==> config.mk <==
export PLATFORM = sky130hd
export DESIGN_NAME = cells_next_state_multi_flat
export DESIGN_NICKNAME = d
export VERILOG_FILES = /design/src/rtl/cells_next_state_multi_if.sv /design/src/rtl/cells_next_state_multi.sv /design/src/flat_wrapper.sv
export SDC_FILE = /design/constraint.sdc
export NUM_CORES = 1
export LEC_CHECK = 0
export CORE_AREA = 2 2 132 134
export DETAILED_ROUTE_END_ITERATION = 10
export DIE_AREA = 0 0 134 136
export PLACE_DENSITY = 0.72
export SYNTH_ARGS = -nofsm -noshare
export SYNTH_HDL_FRONTEND = slang
export SYNTH_SLANG_ARGS = --single-unit
==> constraint.sdc <==
create_clock -name clk_i -period 4.1 [get_ports clk_i]
set_input_delay 0.615 -clock clk_i [delete_from_list [all_inputs] [get_ports clk_i]]
set_output_delay 0.615 -clock clk_i [all_outputs]
set_load 0.01 [all_outputs]
==> src/rtl/cells_next_state_multi_if.sv <==
`timescale 1ns/1ps
// cells_next_state_multi_if: start/status and VRAM/scratch-RAM port bundle for the cell-update engine
interface cells_next_state_multi_if #(
    parameter int ADDR_WIDTH = 19,
    parameter int DATA_WIDTH = 2
);
    logic                  start_i;
    logic [DATA_WIDTH-1:0] vram_rd_data_i;
    logic [DATA_WIDTH-1:0] ram_rd_data_i;
    logic [ADDR_WIDTH-1:0] vram_rd_address_o;
    logic [ADDR_WIDTH-1:0] ram_rd_address_o;
    logic [ADDR_WIDTH-1:0] vram_wr_address_o;
    logic [ADDR_WIDTH-1:0] ram_wr_address_o;
    logic [DATA_WIDTH-1:0] vram_wr_data_o;
    logic [DATA_WIDTH-1:0] ram_wr_data_o;
    logic                  vram_wr_en_o;
    logic                  ram_wr_en_o;
    logic                  busy_o;
    logic                  done_o;
    logic [ADDR_WIDTH:0]   moved_count_o;
    modport master (
        input  start_i, vram_rd_data_i, ram_rd_data_i,
        output vram_rd_address_o, ram_rd_address_o, vram_wr_address_o, ram_wr_address_o,
        output vram_wr_data_o, ram_wr_data_o, vram_wr_en_o, ram_wr_en_o, busy_o, done_o, moved_count_o
    );
    modport slave (
        output start_i, vram_rd_data_i, ram_rd_data_i,
        input  vram_rd_address_o, ram_rd_address_o, vram_wr_address_o, ram_wr_address_o,
        input  vram_wr_data_o, ram_wr_data_o, vram_wr_en_o, ram_wr_en_o, busy_o, done_o, moved_count_o
    );
endinterface

==> src/rtl/cells_next_state_multi.sv <==
`timescale 1ns/1ps
// cells_next_state_multi: falling-sand next-frame engine (VRAM -> scratch RAM); define CELLS_WATER_FLOW_EN for lateral water flow
module cells_next_state_multi #(
    parameter int         ACTIVE_COLUMNS = 640,
    parameter int         ACTIVE_ROWS    = 480,
    parameter int         ADDR_WIDTH     = $clog2(ACTIVE_COLUMNS * ACTIVE_ROWS),
    parameter int         DATA_WIDTH     = 2,
    parameter logic [7:0] LFSR_SEED      = 8'h01
) (
    input logic clk_i,
    input logic reset_i,
    cells_next_state_multi_if.master bus
);
    localparam int BW = ADDR_WIDTH + 1;
    localparam int CW = $clog2(ACTIVE_COLUMNS);
    localparam logic [BW-1:0] NB   = BW'(ACTIVE_COLUMNS * ACTIVE_ROWS);
    localparam logic [BW-1:0] COLS = BW'(ACTIVE_COLUMNS);
    localparam logic [CW-1:0] LAST = CW'(ACTIVE_COLUMNS - 1);
    typedef enum logic [2:0] {
        IDLE, SCAN, RD_D, RD_DL, RD_DR,
`ifdef CELLS_WATER_FLOW_EN
        RD_L, RD_R,
`endif
        GAP
    } state_t;
    state_t state, state_n;
    logic [BW-1:0] base, nxt, d_a, dl_a, dr_a, tgt, moved;
    logic [CW-1:0] col;
    logic [DATA_WIDTH-1:0] code, ram_wd;
    logic [7:0] lfsr;
    logic [ADDR_WIDTH-1:0] rd_a, ram_wa;
    logic occ_d, occ_dl, bottom, left, right, rd_occ, dl_f, dr_f, go_d, go_dl, go_dr;
    logic mv, stay, step, done, ram_we;
`ifdef CELLS_WATER_FLOW_EN
    logic [BW-1:0] l_a;
    logic occ_l, l_f, r_f, go_l, go_r;
`endif
    assign nxt    = base + 1'b1;
    assign d_a    = base + COLS;
    assign dl_a   = d_a - 1'b1;
    assign dr_a   = d_a + 1'b1;
    assign bottom = base >= NB - COLS;
    assign left   = col == '0;
    assign right  = col == LAST;
    assign rd_occ = |(bus.vram_rd_data_i | bus.ram_rd_data_i);
    assign dl_f   = !occ_dl;
    assign dr_f   = !(bottom || right || rd_occ);
    assign go_d   = !occ_d && (lfsr[1:0] != 2'd3 || !(dl_f || dr_f));
    assign go_dl  = !go_d && dl_f && (!dr_f || !lfsr[2]);
    assign go_dr  = !go_d && dr_f && (!dl_f || lfsr[2]);
`ifdef CELLS_WATER_FLOW_EN
    assign l_a  = base - 1'b1;
    assign l_f  = !occ_l;
    assign r_f  = !(right || rd_occ);
    assign go_l = l_f && (!r_f || !lfsr[2]);
    assign go_r = r_f && (!l_f || lfsr[2]);
`endif
    // state register; reset aborts any pass in progress
    always_ff @(posedge clk_i or posedge reset_i) begin
        if (reset_i) state <= IDLE;
        else state <= state_n;
    end
    // next state, neighbour read address and move/stay/advance decision for the current cell
    always_comb begin
        state_n = state;
        rd_a    = '0;
        tgt     = d_a;
        mv      = 1'b0;
        stay    = 1'b0;
        step    = 1'b0;
        done    = 1'b0;
        ram_we  = 1'b0;
        ram_wa  = '0;
        ram_wd  = '0;
        case (state)
            IDLE: state_n = bus.start_i ? SCAN : IDLE;
            SCAN: begin
                if (base == NB) begin
                    done    = 1'b1;
                    state_n = IDLE;
                end else if (bus.vram_rd_data_i == '0) begin
                    step = 1'b1;
                end else if (bus.vram_rd_data_i == DATA_WIDTH'(1) || bus.vram_rd_data_i == DATA_WIDTH'(2)) begin
                    rd_a    = ADDR_WIDTH'(bottom ? base : d_a);
                    state_n = RD_D;
                end else begin
                    ram_we = 1'b1;
                    ram_wa = ADDR_WIDTH'(base);
                    ram_wd = bus.vram_rd_data_i;
                    step   = 1'b1;
                end
            end
            RD_D: begin
                rd_a    = ADDR_WIDTH'(bottom || left ? base : dl_a);
                state_n = RD_DL;
            end
            RD_DL: begin
                rd_a    = ADDR_WIDTH'(bottom || right ? base : dr_a);
                state_n = RD_DR;
            end
            RD_DR: begin
                mv  = go_d || go_dl || go_dr;
                tgt = go_d ? d_a : go_dl ? dl_a : dr_a;
`ifdef CELLS_WATER_FLOW_EN
                if (!mv && code == DATA_WIDTH'(2)) begin
                    rd_a    = ADDR_WIDTH'(left ? base : l_a);
                    state_n = RD_L;
                end else stay = !mv;
`else
                stay = !mv;
`endif
            end
`ifdef CELLS_WATER_FLOW_EN
            RD_L: begin
                rd_a    = ADDR_WIDTH'(right ? base : nxt);
                state_n = RD_R;
            end
            RD_R: begin
                mv   = go_l || go_r;
                tgt  = go_l ? l_a : nxt;
                stay = !mv;
            end
`endif
            GAP: step = 1'b1;
            default: state_n = IDLE;
        endcase
        if (mv) begin
            ram_we  = 1'b1;
            ram_wa  = ADDR_WIDTH'(tgt);
            ram_wd  = code;
            state_n = GAP;
        end
        if (stay) begin
            ram_we = 1'b1;
            ram_wa = ADDR_WIDTH'(base);
            ram_wd = code;
            step   = 1'b1;
        end
        if (step) begin
            rd_a    = nxt < NB ? ADDR_WIDTH'(nxt) : '0;
            state_n = SCAN;
        end
    end
    // scan position, latched cell code, sampled neighbour flags, move counter and free-running LFSR
    always_ff @(posedge clk_i or posedge reset_i) begin
        if (reset_i) begin
            base   <= '0;
            col    <= '0;
            moved  <= '0;
            code   <= '0;
            occ_d  <= 1'b0;
            occ_dl <= 1'b0;
            lfsr   <= LFSR_SEED;
        end else begin
            lfsr <= {lfsr[6:0], lfsr[7] ^ lfsr[5] ^ lfsr[4] ^ lfsr[3]};
            if (state == IDLE && bus.start_i) begin
                base  <= '0;
                col   <= '0;
                moved <= '0;
            end else if (step) begin
                base <= nxt;
                col  <= right ? '0 : col + 1'b1;
            end
            if (mv && moved != NB) moved <= moved + 1'b1;
            if (state == SCAN) code <= bus.vram_rd_data_i;
            if (state == RD_D) occ_d <= bottom || rd_occ;
            if (state == RD_DL) occ_dl <= bottom || left || rd_occ;
        end
    end
`ifdef CELLS_WATER_FLOW_EN
    // left-neighbour flag, held until the lateral decision
    always_ff @(posedge clk_i or posedge reset_i) begin
        if (reset_i) occ_l <= 1'b0;
        else if (state == RD_L) occ_l <= left || rd_occ;
    end
`endif
    assign bus.vram_rd_address_o = rd_a;
    assign bus.ram_rd_address_o  = rd_a;
    assign bus.vram_wr_en_o      = mv;
    assign bus.vram_wr_address_o = mv ? ADDR_WIDTH'(base) : '0;
    assign bus.vram_wr_data_o    = '0;
    assign bus.ram_wr_en_o       = ram_we;
    assign bus.ram_wr_address_o  = ram_wa;
    assign bus.ram_wr_data_o     = ram_wd;
    assign bus.busy_o            = state != IDLE;
    assign bus.done_o            = done;
    assign bus.moved_count_o     = moved;
endmodule
==> src/flat_wrapper.sv <==
// flat-port wrapper written by rule: the top's interface ports become plain ports
module cells_next_state_multi_flat 
#(
    parameter int         ACTIVE_COLUMNS = 640,
    parameter int         ACTIVE_ROWS    = 480,
    parameter int         ADDR_WIDTH     = $clog2(ACTIVE_COLUMNS * ACTIVE_ROWS),
    parameter int         DATA_WIDTH     = 2,
    parameter logic [7:0] LFSR_SEED      = 8'h01
)
  (clk_i, reset_i, bus_start_i, bus_vram_rd_data_i, bus_ram_rd_data_i, bus_vram_rd_address_o, bus_ram_rd_address_o, bus_vram_wr_address_o, bus_ram_wr_address_o, bus_vram_wr_data_o, bus_ram_wr_data_o, bus_vram_wr_en_o, bus_ram_wr_en_o, bus_busy_o, bus_done_o, bus_moved_count_o);
  cells_next_state_multi_if #(.ADDR_WIDTH(ADDR_WIDTH), .DATA_WIDTH(DATA_WIDTH)) bus_i ();
  input logic clk_i;
  input logic reset_i;
  input wire logic [$bits(bus_i.start_i)-1:0] bus_start_i;
  input wire logic [$bits(bus_i.vram_rd_data_i)-1:0] bus_vram_rd_data_i;
  input wire logic [$bits(bus_i.ram_rd_data_i)-1:0] bus_ram_rd_data_i;
  output wire logic [$bits(bus_i.vram_rd_address_o)-1:0] bus_vram_rd_address_o;
  output wire logic [$bits(bus_i.ram_rd_address_o)-1:0] bus_ram_rd_address_o;
  output wire logic [$bits(bus_i.vram_wr_address_o)-1:0] bus_vram_wr_address_o;
  output wire logic [$bits(bus_i.ram_wr_address_o)-1:0] bus_ram_wr_address_o;
  output wire logic [$bits(bus_i.vram_wr_data_o)-1:0] bus_vram_wr_data_o;
  output wire logic [$bits(bus_i.ram_wr_data_o)-1:0] bus_ram_wr_data_o;
  output wire logic [$bits(bus_i.vram_wr_en_o)-1:0] bus_vram_wr_en_o;
  output wire logic [$bits(bus_i.ram_wr_en_o)-1:0] bus_ram_wr_en_o;
  output wire logic [$bits(bus_i.busy_o)-1:0] bus_busy_o;
  output wire logic [$bits(bus_i.done_o)-1:0] bus_done_o;
  output wire logic [$bits(bus_i.moved_count_o)-1:0] bus_moved_count_o;
  assign bus_i.start_i = bus_start_i;
  assign bus_i.vram_rd_data_i = bus_vram_rd_data_i;
  assign bus_i.ram_rd_data_i = bus_ram_rd_data_i;
  assign bus_vram_rd_address_o = bus_i.vram_rd_address_o;
  assign bus_ram_rd_address_o = bus_i.ram_rd_address_o;
  assign bus_vram_wr_address_o = bus_i.vram_wr_address_o;
  assign bus_ram_wr_address_o = bus_i.ram_wr_address_o;
  assign bus_vram_wr_data_o = bus_i.vram_wr_data_o;
  assign bus_ram_wr_data_o = bus_i.ram_wr_data_o;
  assign bus_vram_wr_en_o = bus_i.vram_wr_en_o;
  assign bus_ram_wr_en_o = bus_i.ram_wr_en_o;
  assign bus_busy_o = bus_i.busy_o;
  assign bus_done_o = bus_i.done_o;
  assign bus_moved_count_o = bus_i.moved_count_o;
  cells_next_state_multi #(.ACTIVE_COLUMNS(ACTIVE_COLUMNS), .ACTIVE_ROWS(ACTIVE_ROWS), .ADDR_WIDTH(ADDR_WIDTH), .DATA_WIDTH(DATA_WIDTH), .LFSR_SEED(LFSR_SEED)) u_core (.clk_i(clk_i), .reset_i(reset_i), .bus(bus_i));
endmodule
* Yosys cells after proc, flatten, opt, wreduce, memory -nomap -nowiden *
Cells that the tools add are included.
Widths: inputs -> output; s select.

word-level totals
  bits in registers = 65
  latch bits = 0
  RAM bits = 0
  bits in read-only memories = 0
  bits of input ports = 7
  output and inout bits = 104
  word-level logic and storage cells = 122
  memories = 0

cells by class
  add/sub/neg operators = 6
  $mul = 0
  divide/modulo/power cells = 0
  $lt $le $gt $ge = 2
  equality and inequality tests = 14
  shifts and indexed selects = 0
  multiplexer cells = 53
  bitwise logic cells = 4
  reductions and logical operators = 35

operator list
  operator                number
  $mux 19                 18
  $mux 20                 4
  $pmux 19 s3             1
  $add 20x1->20 const B   2
  $mux 10                 3
  $eq 20x19->1 const B    1
  $ge 20x19->1 const B    1
  $lt 20x19->1 const B    1
  $ne 20x19->1 const B    1
  $add 19x1->19 const B   1
  $add 19x10->19 const B  1
  $sub 19x1->19 const B   1
  $mux 3                  5
  $pmux 3 s5              1
  $mux 1                  14
  $logic_or 1x1->1        12
  $mux 2                  6
  $add 10x1->10 const B   1
  $eq 10x10->1 const B    1
  $logic_not 10->1        1
  $logic_and 1x1->1       7
  $logic_not 1->1         7
  $eq 3x2->1 const B      2
  $eq 3x3->1 const B      2
  other kinds (16)        20

* Logic depth before layout (Yosys ltp) *
  word-level depth = 18
  mapped depth = 13
  depth with buffers taken out = 10

* Least setup slack after synthesis *
OpenSTA, ideal clock, no wires.

  path kind = register to output
  start = register u_core.base[1]
  end = output port bus_vram_rd_address_o[15]
  arrival time = 2.830 ns
  data required time = 3.485 ns
  setup slack = 0.655 ns
  stages on the path, launching flop included = 12
  path buffers = 3
  cells stage by stage = dfrtp_1 -> ha_1 -> nand3_2 -> nor3_1 -> a211oi_1 -> nor4_1 -> o32ai_2 -> nand2b_1 -> buf_4 -> buf_2 -> o21ai_0 -> buf_4

on the way
  word-level cells in the longest chain between the ends = 17
  elaborated cells on any way between the ends = 37
  classes of those cells = add/sub (4); order compare (2); eq/ne (1); mux (13); reduce/logical (17)

ends and longest elaborated chain
  item                                                     RTL line                       text
  start, declared                                          cells_next_state_multi.sv:27   logic [BW-1:0] base, nxt, d_a, dl_a, dr_a, tgt, moved;
  start signal, assigned                                   cells_next_state_multi.sv:161  base <= nxt;
  branches (longest 16 deep; another with $add 19x10->19)  --
  $mux 19 (*)                                              cells_next_state_multi.sv:139  if (step) begin
  end, declared                                            flat_wrapper.sv:17             output wire logic [$bits(bus_i.vram_rd_address_o)-1:0] bus_vram_rd_address_o;

Every way passes the cells marked *.

* Final worst setup path *
  start = register u_core.base[9]
  end = output port bus_vram_rd_address_o[10]

The elaborated chain is that of the path after synthesis.

==> qor.csv <==
metric;value;unit
status;finished, final reports clean;
cts_tree;built;
drt-total-wl;23470;um
antenna_found_initial;0;
die_h;136;um
synth_edf_count;0;
htree_levels;3;
crit-reg2reg-launch;u_core.col[0]$_DFFE_PP0P_;
r2r_setup_slack;1.03;ns
nets;1039;
cts-root-buf;clkbuf_16;
core_area;16880;sq um
avgSynthCellArea;7.569;sq um
port_buffers;108;
hpwl;17020;um
grt_max_degree;43;
fmax;245.1;MHz
num_rows;48;
hold_start;u_core.lfsr[6]$_DFF_PP0_;
die_w;134;um
r2r-end;u_core.bus.moved_count_o[16]$_DFFE_PP0P_;
ant_nets;0;
powerDensity;370.6;nW/um^2
clk_pin_slew_worst_paths;0.06;ns
overflow;0;
cts.sinks;65;
cp_data_arrival_time;3.47;ns
drc;0;
path_max_fanout;19;
finalCritPeriodShare;99.53;%
netlist_area;6570;sq um
viasPerCell;5.989;
hold_depth;0;
grt_use_total;25.60;%
ys_types;94;
num_vias;7492;
leakage;0.004030;uW
worstHoldPathType;reg2reg;
maxSlewHeadroom;24.86;%
initial_core_util;38.93;%
synth_ff_type;dfrtp_1;
area_growth;40.18;%
grt_pass1_wl;37270;um
fin_skew;0.01019;ns
numCtsBuffers;9;
synth_seq_cells;65;
r2r_cells;11;
tns;0;ns
crit_type;reg2out;
drive_above_1_share;22.03;%
ys.warnings.count;0;
cp-end-kind;output pin;
gp_congestion;1.014;
setup_viol;0;
clock_path_buffers;2;
rsz0062_at_grt;true;
drt_iter0_drc;760;
instances_no_fill;1251;
ys_async_sr_fraction;100.0;%
dieArea;18220;sq um
cp-start-kind;register;
ios;111;
crit_required;3.48;ns
dp_cells;1216;
final_hold_viol_count;0;
ir_worst_vdd;0.3324;mV
worst-slew-pin-transition;1.127;ns
synth.yosys.seq_area_share;24.78;%
worstHoldEndpoint;u_core.lfsr[7]$_DFF_PP0_;
clkLatencyLatePin;0.34;ns
grt_pass1_vias;6919;
firstDrtPassIters;8;
synthCells;868;
period_minus_slack;4.081;ns
drv_slew;0;
maxCapViolations;0;
routedWlPerCell;18.76;um
antenna_cells;0;
kinds of logic after synthesis:
family | synth area share [%]
AO/OA/AOI/OAI | 25.92
AND/OR/NAND/NOR | 28.49
adder cells (fa/ha/maj) | 2.095
multiplexers | 1.562
buffers and inverters | 8.722
XOR/XNOR | 8.380
other | 0.05708
flip-flops | 24.78
cell usage in the layout, fill, tap and decap left out, drive strengths merged, types with 8 or more instances in the layout:
master and n:
o211ai 8, dlygate4sd2 11, mux2i 8, dlymetal6s2s 29
o221ai 9, xor2 15, o31ai 13, nand2b 8
and3 11, nor2 88, nor2b 9, inv 26
nor3 22, clkdlybuf4s50 68, buf 121, or3 18
nand2 81, ha 11, nand4 13, nor4 14
clkbuf 9, dfrtp 64, xnor2 47, o21ai 73
a21oi 49, nand3 43, and2 19
cell usage after synthesis, types with 18 or more instances:
| cell | count | area, sq um |
|---|---|---|
| a21oi_1 | 47 | 235.2 |
| and2_1 | 19 | 118.9 |
| buf_2 | 26 | 130.1 |
| buf_4 | 26 | 195.2 |
| clkbuf_1 | 32 | 120.1 |
| dfrtp_1 | 64 | 1602 |
| inv_1 | 24 | 90.09 |
| nand2_1 | 81 | 304.0 |
| nand3_1 | 41 | 205.2 |
| nor2_1 | 86 | 322.8 |
| nor3_1 | 18 | 90.09 |
| o21ai_0 | 63 | 315.3 |
| or3_1 | 18 | 112.6 |
| xnor2_1 | 46 | 402.9 |
cell type report:
| cell class | instances | area (sq um) |
|---|---|---|
| fillers | 1529 | 7666 |
| multi-input cells | 690 | 4747 |
| repair buffers | 229 | 2122 |
| flip-flops and latches | 65 | 1634 |
| well taps | 225 | 281.5 |
| clock buffers | 9 | 225.2 |
| clock inverters | 7 | 102.6 |
| inverters | 26 | 97.59 |
how the worst max path moves through the flow:
stage	startpoint	to	slack, ns	cells after the start
floorplan	u_core.base[1]$_DFFE_PP0P_	bus_vram_rd_address_o[15]	0.66	11
global placement	bus_vram_rd_data_i[1]	bus_ram_wr_address_o[3]	-0.31	11
detailed placement	bus_vram_rd_data_i[1]	bus_ram_wr_address_o[3]	-0.20	11
CTS	u_core.base[9]$_DFFE_PP0P_	bus_vram_rd_address_o[18]	-0.02	11
global route	u_core.base[8]$_DFFE_PP0P_	bus_ram_wr_address_o[18]	-0.08	12
finish	u_core.base[9]$_DFFE_PP0P_	bus_vram_rd_address_o[10]	0.02	12
flip-flops by register name, summed over array words and instances (netlist names):
| register | cells |
|---|---|
| u_core.state | 3 |
| u_core.lfsr | 8 |
| u_core.base | 20 |
| u_core.col | 10 |
| u_core.code | 2 |
| u_core.occ_d | 1 |
| u_core.occ_dl | 1 |
| u_core.bus.moved_count_o | 20 |
timing repair:
action | CTS | global route
setup endpoints to repair | 51 | 52
setup buffers | 5 | 14
hold buffers | 0 | 0
gates resized for setup | 47 | 71
pin swaps | 5 | 13
per-stage QoR:
stage / util, % / power (uW) / hold WS, ns / setup WS (ns) / area, sq um
6_report: 54.57 / 3413 / 0.3511 / 0.01932 / 9210
5_1_grt: 54.57 / 3573 / 0.3647 / -0.08255 / 9210
4_1_cts: 52.41 / 3311 / 0.3510 / -0.01671 / 8845
3_5_place_dp: 49.21 / 2397 / 0.3441 / -0.1962 / 8305
3_3_place_gp: 49.21 / 2387 / 0.3337 / -0.3050 / 8305
2_1_floorplan: - / 1691 / 0.3312 / 0.6550 / 6574
critical path, cell delays in order, from the launching register on:
cell             delay (ns)
dfrtp_1                0.52
buf_4                  0.25
nand3_1                0.14
or3_4                  0.39
buf_4                  0.18
nor4b_2                0.23
nor4_1                 0.12
o32ai_2                0.15
nand2b_4               0.20
buf_12                 0.17
o211ai_1               0.11
buf_4                  0.18
clkdlybuf4s50_1        0.47
power breakdown:
part           switching [uW]  internal (uW)
logic                    1020            746
clock network             323            540
registers                80.2            699
total                    1430           1990
metal layers:
layer / vias to the layer above / share of wire (%) / global-route usage [%]
met5: - / 0 / 0
met4: 0 / 4.1 / 10.76
met3: 76 / 8.5 / 4.064
met2: 401 / 46 / 41.60
met1: 3558 / 41 / 33.87
li1: 3457 / - / -
Power figures use the tool's default switching activity.
